## src/rtl/update_tick_adapter_if.sv

```systemverilog
// Handshake bundle for update_tick_adapter.
// The master side drives the update strobes, acks and the miss-clear.
// The slave side (the adapter) returns the pulses, the sticky requests and the miss counters.
interface update_tick_adapter_if #(
  parameter int NUM_CH = 4,
  parameter int MISS_W = 8
);
  logic [NUM_CH-1:0]        update_clk;
  logic [NUM_CH-1:0]        ack;
  logic                     clr_miss;
  logic [NUM_CH-1:0]        must_update;
  logic [NUM_CH-1:0]        pending;
  logic [NUM_CH-1:0]        overrun;
  logic [NUM_CH*MISS_W-1:0] miss_count;

  modport master (
    output update_clk, ack, clr_miss,
    input  must_update, pending, overrun, miss_count
  );

  modport slave (
    input  update_clk, ack, clr_miss,
    output must_update, pending, overrun, miss_count
  );
endinterface

```

## src/rtl/update_tick_adapter.sv

```systemverilog
// update_tick_adapter: turns slow, asynchronous per-channel update strobes into
// single-cycle must_update pulses in the processor_clk domain.
// Each channel also keeps a sticky pending request that is cleared by ack.
// An overrun pulse fires when a new edge arrives while the request is still
// pending and is not being acknowledged.
// Optional feature macro: UPDATE_MISS_COUNT_EN. When it is defined, each
// channel gets a saturating missed-event counter that clr_miss clears.
// When it is undefined, miss_count is tied to zero and clr_miss is ignored.
module update_tick_adapter #(
  parameter int NUM_CH      = 4,
  parameter int SYNC_STAGES = 2,
  parameter int MISS_W      = 8
) (
  input  logic                 processor_clk,
  input  logic                 reset,
  update_tick_adapter_if.slave bus
);

  // Goes all-ones SYNC_STAGES cycles after reset release. From then on, the
  // chain outputs reflect real samples rather than reset zeros.
  logic [SYNC_STAGES-1:0]   r_live;
  logic                     w_valid;
  logic [NUM_CH-1:0]        w_must;
  logic [NUM_CH-1:0]        w_pend;
  logic [NUM_CH-1:0]        w_ovr;
  logic [NUM_CH*MISS_W-1:0] w_miss;

  // Fill indicator for the synchronizer chains after reset
  always_ff @(posedge processor_clk or negedge reset) begin
    if (!reset) r_live <= '0;
    else        r_live <= {r_live[SYNC_STAGES-2:0], 1'b1};
  end

  assign w_valid = r_live[SYNC_STAGES-1];

  genvar gi;
  generate
    for (gi = 0; gi < NUM_CH; gi++) begin : g_ch
      logic [SYNC_STAGES-1:0] r_sync;
      logic                   r_hist;
      logic                   r_armed;
      logic                   r_must;
      logic                   r_pend;
      logic                   r_ovr;
      logic                   w_sync_out;
      logic                   w_rise;
      logic                   w_miss_evt;

      assign w_sync_out = r_sync[SYNC_STAGES-1];
      // The armed flag holds off any edge until a genuine low sample has been
      // seen after reset. A level that is already high at release (or a
      // half-seen event cut by reset) therefore never pulses.
      assign w_rise     = w_sync_out & ~r_hist & r_armed;
      assign w_miss_evt = w_rise & r_pend & ~bus.ack[gi];

      // Metastability chain for the asynchronous strobe
      always_ff @(posedge processor_clk or negedge reset) begin
        if (!reset) r_sync <= '0;
        else        r_sync <= {r_sync[SYNC_STAGES-2:0], bus.update_clk[gi]};
      end

      // Edge history, arming, pulse, sticky request and overrun
      always_ff @(posedge processor_clk or negedge reset) begin
        if (!reset) begin
          r_hist  <= 1'b0;
          r_armed <= 1'b0;
          r_must  <= 1'b0;
          r_pend  <= 1'b0;
          r_ovr   <= 1'b0;
        end else begin
          r_hist  <= w_sync_out;
          r_armed <= r_armed | (w_valid & ~w_sync_out);
          r_must  <= w_rise;
          // A new edge wins over a simultaneous ack, so the request stays set
          r_pend  <= w_rise | (r_pend & ~bus.ack[gi]);
          r_ovr   <= w_miss_evt;
        end
      end

      assign w_must[gi] = r_must;
      assign w_pend[gi] = r_pend;
      assign w_ovr[gi]  = r_ovr;

`ifdef UPDATE_MISS_COUNT_EN
      logic [MISS_W-1:0] r_miss;

      // Saturating miss counter; the clear takes priority over a same-edge miss
      always_ff @(posedge processor_clk or negedge reset) begin
        if (!reset)                           r_miss <= '0;
        else if (bus.clr_miss)                r_miss <= '0;
        else if (w_miss_evt && (r_miss != '1)) r_miss <= r_miss + 1'b1;
      end

      assign w_miss[gi*MISS_W +: MISS_W] = r_miss;
`else
      assign w_miss[gi*MISS_W +: MISS_W] = '0;
`endif
    end
  endgenerate

`ifndef UPDATE_MISS_COUNT_EN
  // The clear has nothing to act on when there are no counters
  logic w_unused_clr;
  assign w_unused_clr = bus.clr_miss;
`endif

  assign bus.must_update = w_must;
  assign bus.pending     = w_pend;
  assign bus.overrun     = w_ovr;
  assign bus.miss_count  = w_miss;

endmodule

```

## src/flat_wrapper.sv

```systemverilog
// flat-port wrapper written by rule: the top's interface ports become plain ports
module update_tick_adapter_flat 
#(
  parameter int NUM_CH      = 4,
  parameter int SYNC_STAGES = 2,
  parameter int MISS_W      = 8
)
  (processor_clk, reset, bus_update_clk, bus_ack, bus_clr_miss, bus_must_update, bus_pending, bus_overrun, bus_miss_count);
  update_tick_adapter_if #(.NUM_CH(NUM_CH), .MISS_W(MISS_W)) bus_i ();
  input  logic processor_clk;
  input  logic reset;
  input wire logic [$bits(bus_i.update_clk)-1:0] bus_update_clk;
  input wire logic [$bits(bus_i.ack)-1:0] bus_ack;
  input wire logic [$bits(bus_i.clr_miss)-1:0] bus_clr_miss;
  output wire logic [$bits(bus_i.must_update)-1:0] bus_must_update;
  output wire logic [$bits(bus_i.pending)-1:0] bus_pending;
  output wire logic [$bits(bus_i.overrun)-1:0] bus_overrun;
  output wire logic [$bits(bus_i.miss_count)-1:0] bus_miss_count;
  assign bus_i.update_clk = bus_update_clk;
  assign bus_i.ack = bus_ack;
  assign bus_i.clr_miss = bus_clr_miss;
  assign bus_must_update = bus_i.must_update;
  assign bus_pending = bus_i.pending;
  assign bus_overrun = bus_i.overrun;
  assign bus_miss_count = bus_i.miss_count;
  update_tick_adapter #(.NUM_CH(NUM_CH), .SYNC_STAGES(SYNC_STAGES), .MISS_W(MISS_W)) u_core (.processor_clk(processor_clk), .reset(reset), .bus(bus_i));
endmodule
```

## config.mk

```make
export PLATFORM = sky130hd
export DESIGN_NAME = update_tick_adapter_flat
export DESIGN_NICKNAME = d
export VERILOG_FILES = /design/src/rtl/update_tick_adapter_if.sv /design/src/rtl/update_tick_adapter.sv /design/src/flat_wrapper.sv
export SDC_FILE = /design/constraint.sdc
export NUM_CORES = 1
export LEC_CHECK = 0
export CAP_MARGIN = 20
export CORE_MARGIN = 4
export CORE_UTILIZATION = 45
export CTS_CLUSTER_DIAMETER = 30
export CTS_CLUSTER_SIZE = 20
export DETAILED_ROUTE_END_ITERATION = 10
export GPL_ROUTABILITY_DRIVEN = 0
export PLACE_DENSITY_LB_ADDON = 0.3
export SYNTH_ARGS = -nofsm -noshare
export SYNTH_HDL_FRONTEND = slang
export SYNTH_SLANG_ARGS = --single-unit
```

## constraint.sdc

```tcl
create_clock -name processor_clk -period 1.1 [get_ports processor_clk]
set_input_delay 0.22 -clock processor_clk [delete_from_list [all_inputs] [get_ports processor_clk]]
set_output_delay 0.22 -clock processor_clk [all_outputs]
set_load 0.03 [all_outputs]
```

==> impl_metrics.toml <==
[outcome]
outcome = "finished, final reports clean"

[setup_path]
startpoint_type = "register"
crit_fanout = 2
timing.setup.critical_path_class = "reg2out"
critical_path_endpoint_category = "output port"
critical_path_required_ps = 880
arrival_ps = 870
critical-path-top-delay-family = "flip-flops"
crit_path_cell_trace = "buf_6"
buffers_plus_inverters_on_the_worst_setup_path = 1
critPathMaxStageDelay_ps = 400
crit_path_top_delay_cell = "dfrtp_1"

[yosys]
synth-seq-area-share_pct = 58.5
synthDominantCellAreaShare_pct = 58.5
cell_area_after_synthesis_um2 = 1280
yosys_warnings = 0
synth_seq_cells = 30
synth_top_cell_by_area = "dfrtp_1"
synth_adder_area_share_pct = 0
synth-compound-area-share_pct = 2.34
avgSynthCellArea_um2 = 12.3
mux_cell_area_share_after_synthesis_pct = 0
ys_types = 9
synth_top_family_by_area = "buffers and inverters"
yosys.area_share.simple_pct = 10.5
synth_xor_area_share_pct = 0
synth.top_cells.by_area = "dfrtp_1, buf_4, nand3b_4"
syn_inst = 104

[sta]
timing.setup.tns_ps = 0
rsz0062_at_grt = "true"
fin_crit_sh_pct = 98.9
finalMaxSlewViolations = 0
period_needed_ps = 1090
timing.final.setup_violations = 0
skew_ps = 7.42
timing.fmax_mhz = 919
postLayoutSetupSlackWorst_ps = 12.3
final_hold_viol_count = 0

[clock_tree]
cts-root-to-sink-buffers = 2
cts_tree = "yes"
clk_transition_reported_paths_ps = 90
cts_made_buffers = 5
htree_levels = 2
cts_num_sinks = 30
root_buffer = "clkbuf_4"
skew_pair_late_insertion_delay_ps = 320

[detailed_routing]
drt_pass1_iterations = 2
drc_violations_left = 0
wire_length_per_cell_after_detailed_routing_um = 9.53
drt_first_iter_violations = 3
post_detailed_route_via_to_cell_ratio = 3.70
ant_nets = 0
num_vias = 562
route.final.wire_length_mm = 1.45

[global_routing]
vias_in_the_first_global_route = 504
grt_max_degree = 31
grt_antenna_before_repair = 0
grt_usage_pct = 8.61
grt_pass1_wl_mm = 2.11
global_route.overflow_total = 0

[finish]
share_of_the_core_filled_with_cells_pct = 52.8
final_cell_mix = "conb_1, dfrtp_1, buf_6"
final_layout_size_suffix_gt1_share_pct = 20.7
mostFrequentLayoutCell = "conb_1"
filler_cell_count = 241
finish.net_count = 132
areaGrowthSynthToFinish_pct = 12.4
number_of_antenna_repair_diodes = 0

[worst_hold_path]
hold_path.class = "in2async"

[placement]
place.detailed.hpwl_mm = 1.05
number_of_buffer_cells_added_on_primary_ports = 21
place_worst_setup_slack_ps = 135

[run]
cap_viol_max_count = 0

[floorplan]
chipHeight_um = 61.4
floorplan.io_pins = 55
dieWidth_um = 61.4
initial_cell_density_of_the_core_pct = 47.0
design.die.area_um2 = 3770
core.rowCount = 19
placeableCoreArea_um2 = 2730

[pwr]
total_power_w = 0.00243
power.density_nw_per_um2 = 1680
p_leak_nw = 0.765
max-vdd-ir-drop_mv = 1.14
==> timing repair <==
item / CTS / global route
setup endpoints to repair: 4 / 12
buffers inserted: 0 / 1
hold buffers: 0 / 0
resized for setup: 4 / 8
==> metrics by stage <==
step	hold slack, ps	instance area, um^2	std cells
after floorplan	-75.6	1400	135
after global placement	332	1310	144
after detailed placement	336	1310	144
after CTS	243	1410	151
after global routing	234	1440	152
final	247	1440	152
==> path summary, 6_finish.rpt <==
kind,start,to,slack (ps),cells past startpoint
max in group asynchronous,reset,u_core.g_ch[2].r_ovr,690,2
setup reg to reg,u_core.g_ch[3].r_pend,u_core.g_ch[3].r_pend,340,3
min in group processor_clk,bus_update_clk[3],u_core.g_ch[3].r_sync[0],320,1
hold / removal,reset,u_core.g_ch[0].r_sync[0],250,2
setup / recovery,u_core.g_ch[2].r_pend,bus_pending[2],10,1
hold reg to reg,u_core.g_ch[3].r_sync[0],u_core.g_ch[3].r_sync[1],360,0
==> logic make-up after synthesis <==
group,Yosys count
flip-flops,30
buffers and inverters,52
other,2
AO/OA/AOI/OAI,4
AND/OR/NAND/NOR,16
==> where the power goes <==
group	internal [W]	leakage (nW)	total, W	switching [W]
registers	0.00115	0.354	0.00119	0.0000313
clock network	0.000529	0.0443	0.000881	0.000352
logic	0.000112	0.366	0.000363	0.000251
==> routing by layer <==
metal	GRT usage (%)	share of wire [%]	wire length [um]	up-vias
li1	-	-	-	266
met1	7.32	34	493	259
met2	13.6	50	727	30
met3	6.50	13	190	7
met4	6.36	2.5	36	0
met5	0	0	0	-
==> registers in the layout, summed over array words and instances (netlist names) <==
register,cells
u_core.g_ch.r_sync,8
u_core.g_ch.r_must,4
u_core.r_live,2
u_core.g_ch.r_ovr,4
u_core.g_ch.r_hist,4
u_core.g_ch.r_pend,4
u_core.g_ch.r_armed,4
==> Yosys cell counts (all sizes together) <==
library cell,n
nand2b,4
dfrtp,30
nand3b,4
nand2,4
a21o,4
nor2,4
inv,8
conb,2
buf,44
==> layout make-up <==
class | count | area (um^2) | area share, %
sequential | 30 | 751 | 52.0
multi-input combinational | 53 | 289 | 20.0
timing repair buffer | 23 | 253 | 17.5
clock buffer | 6 | 51.3 | 3.56
tap | 31 | 38.8 | 2.69
clock inverter | 1 | 30.0 | 2.08
inverter | 8 | 30.0 | 2.08
(Power assumes the default switching activity.)
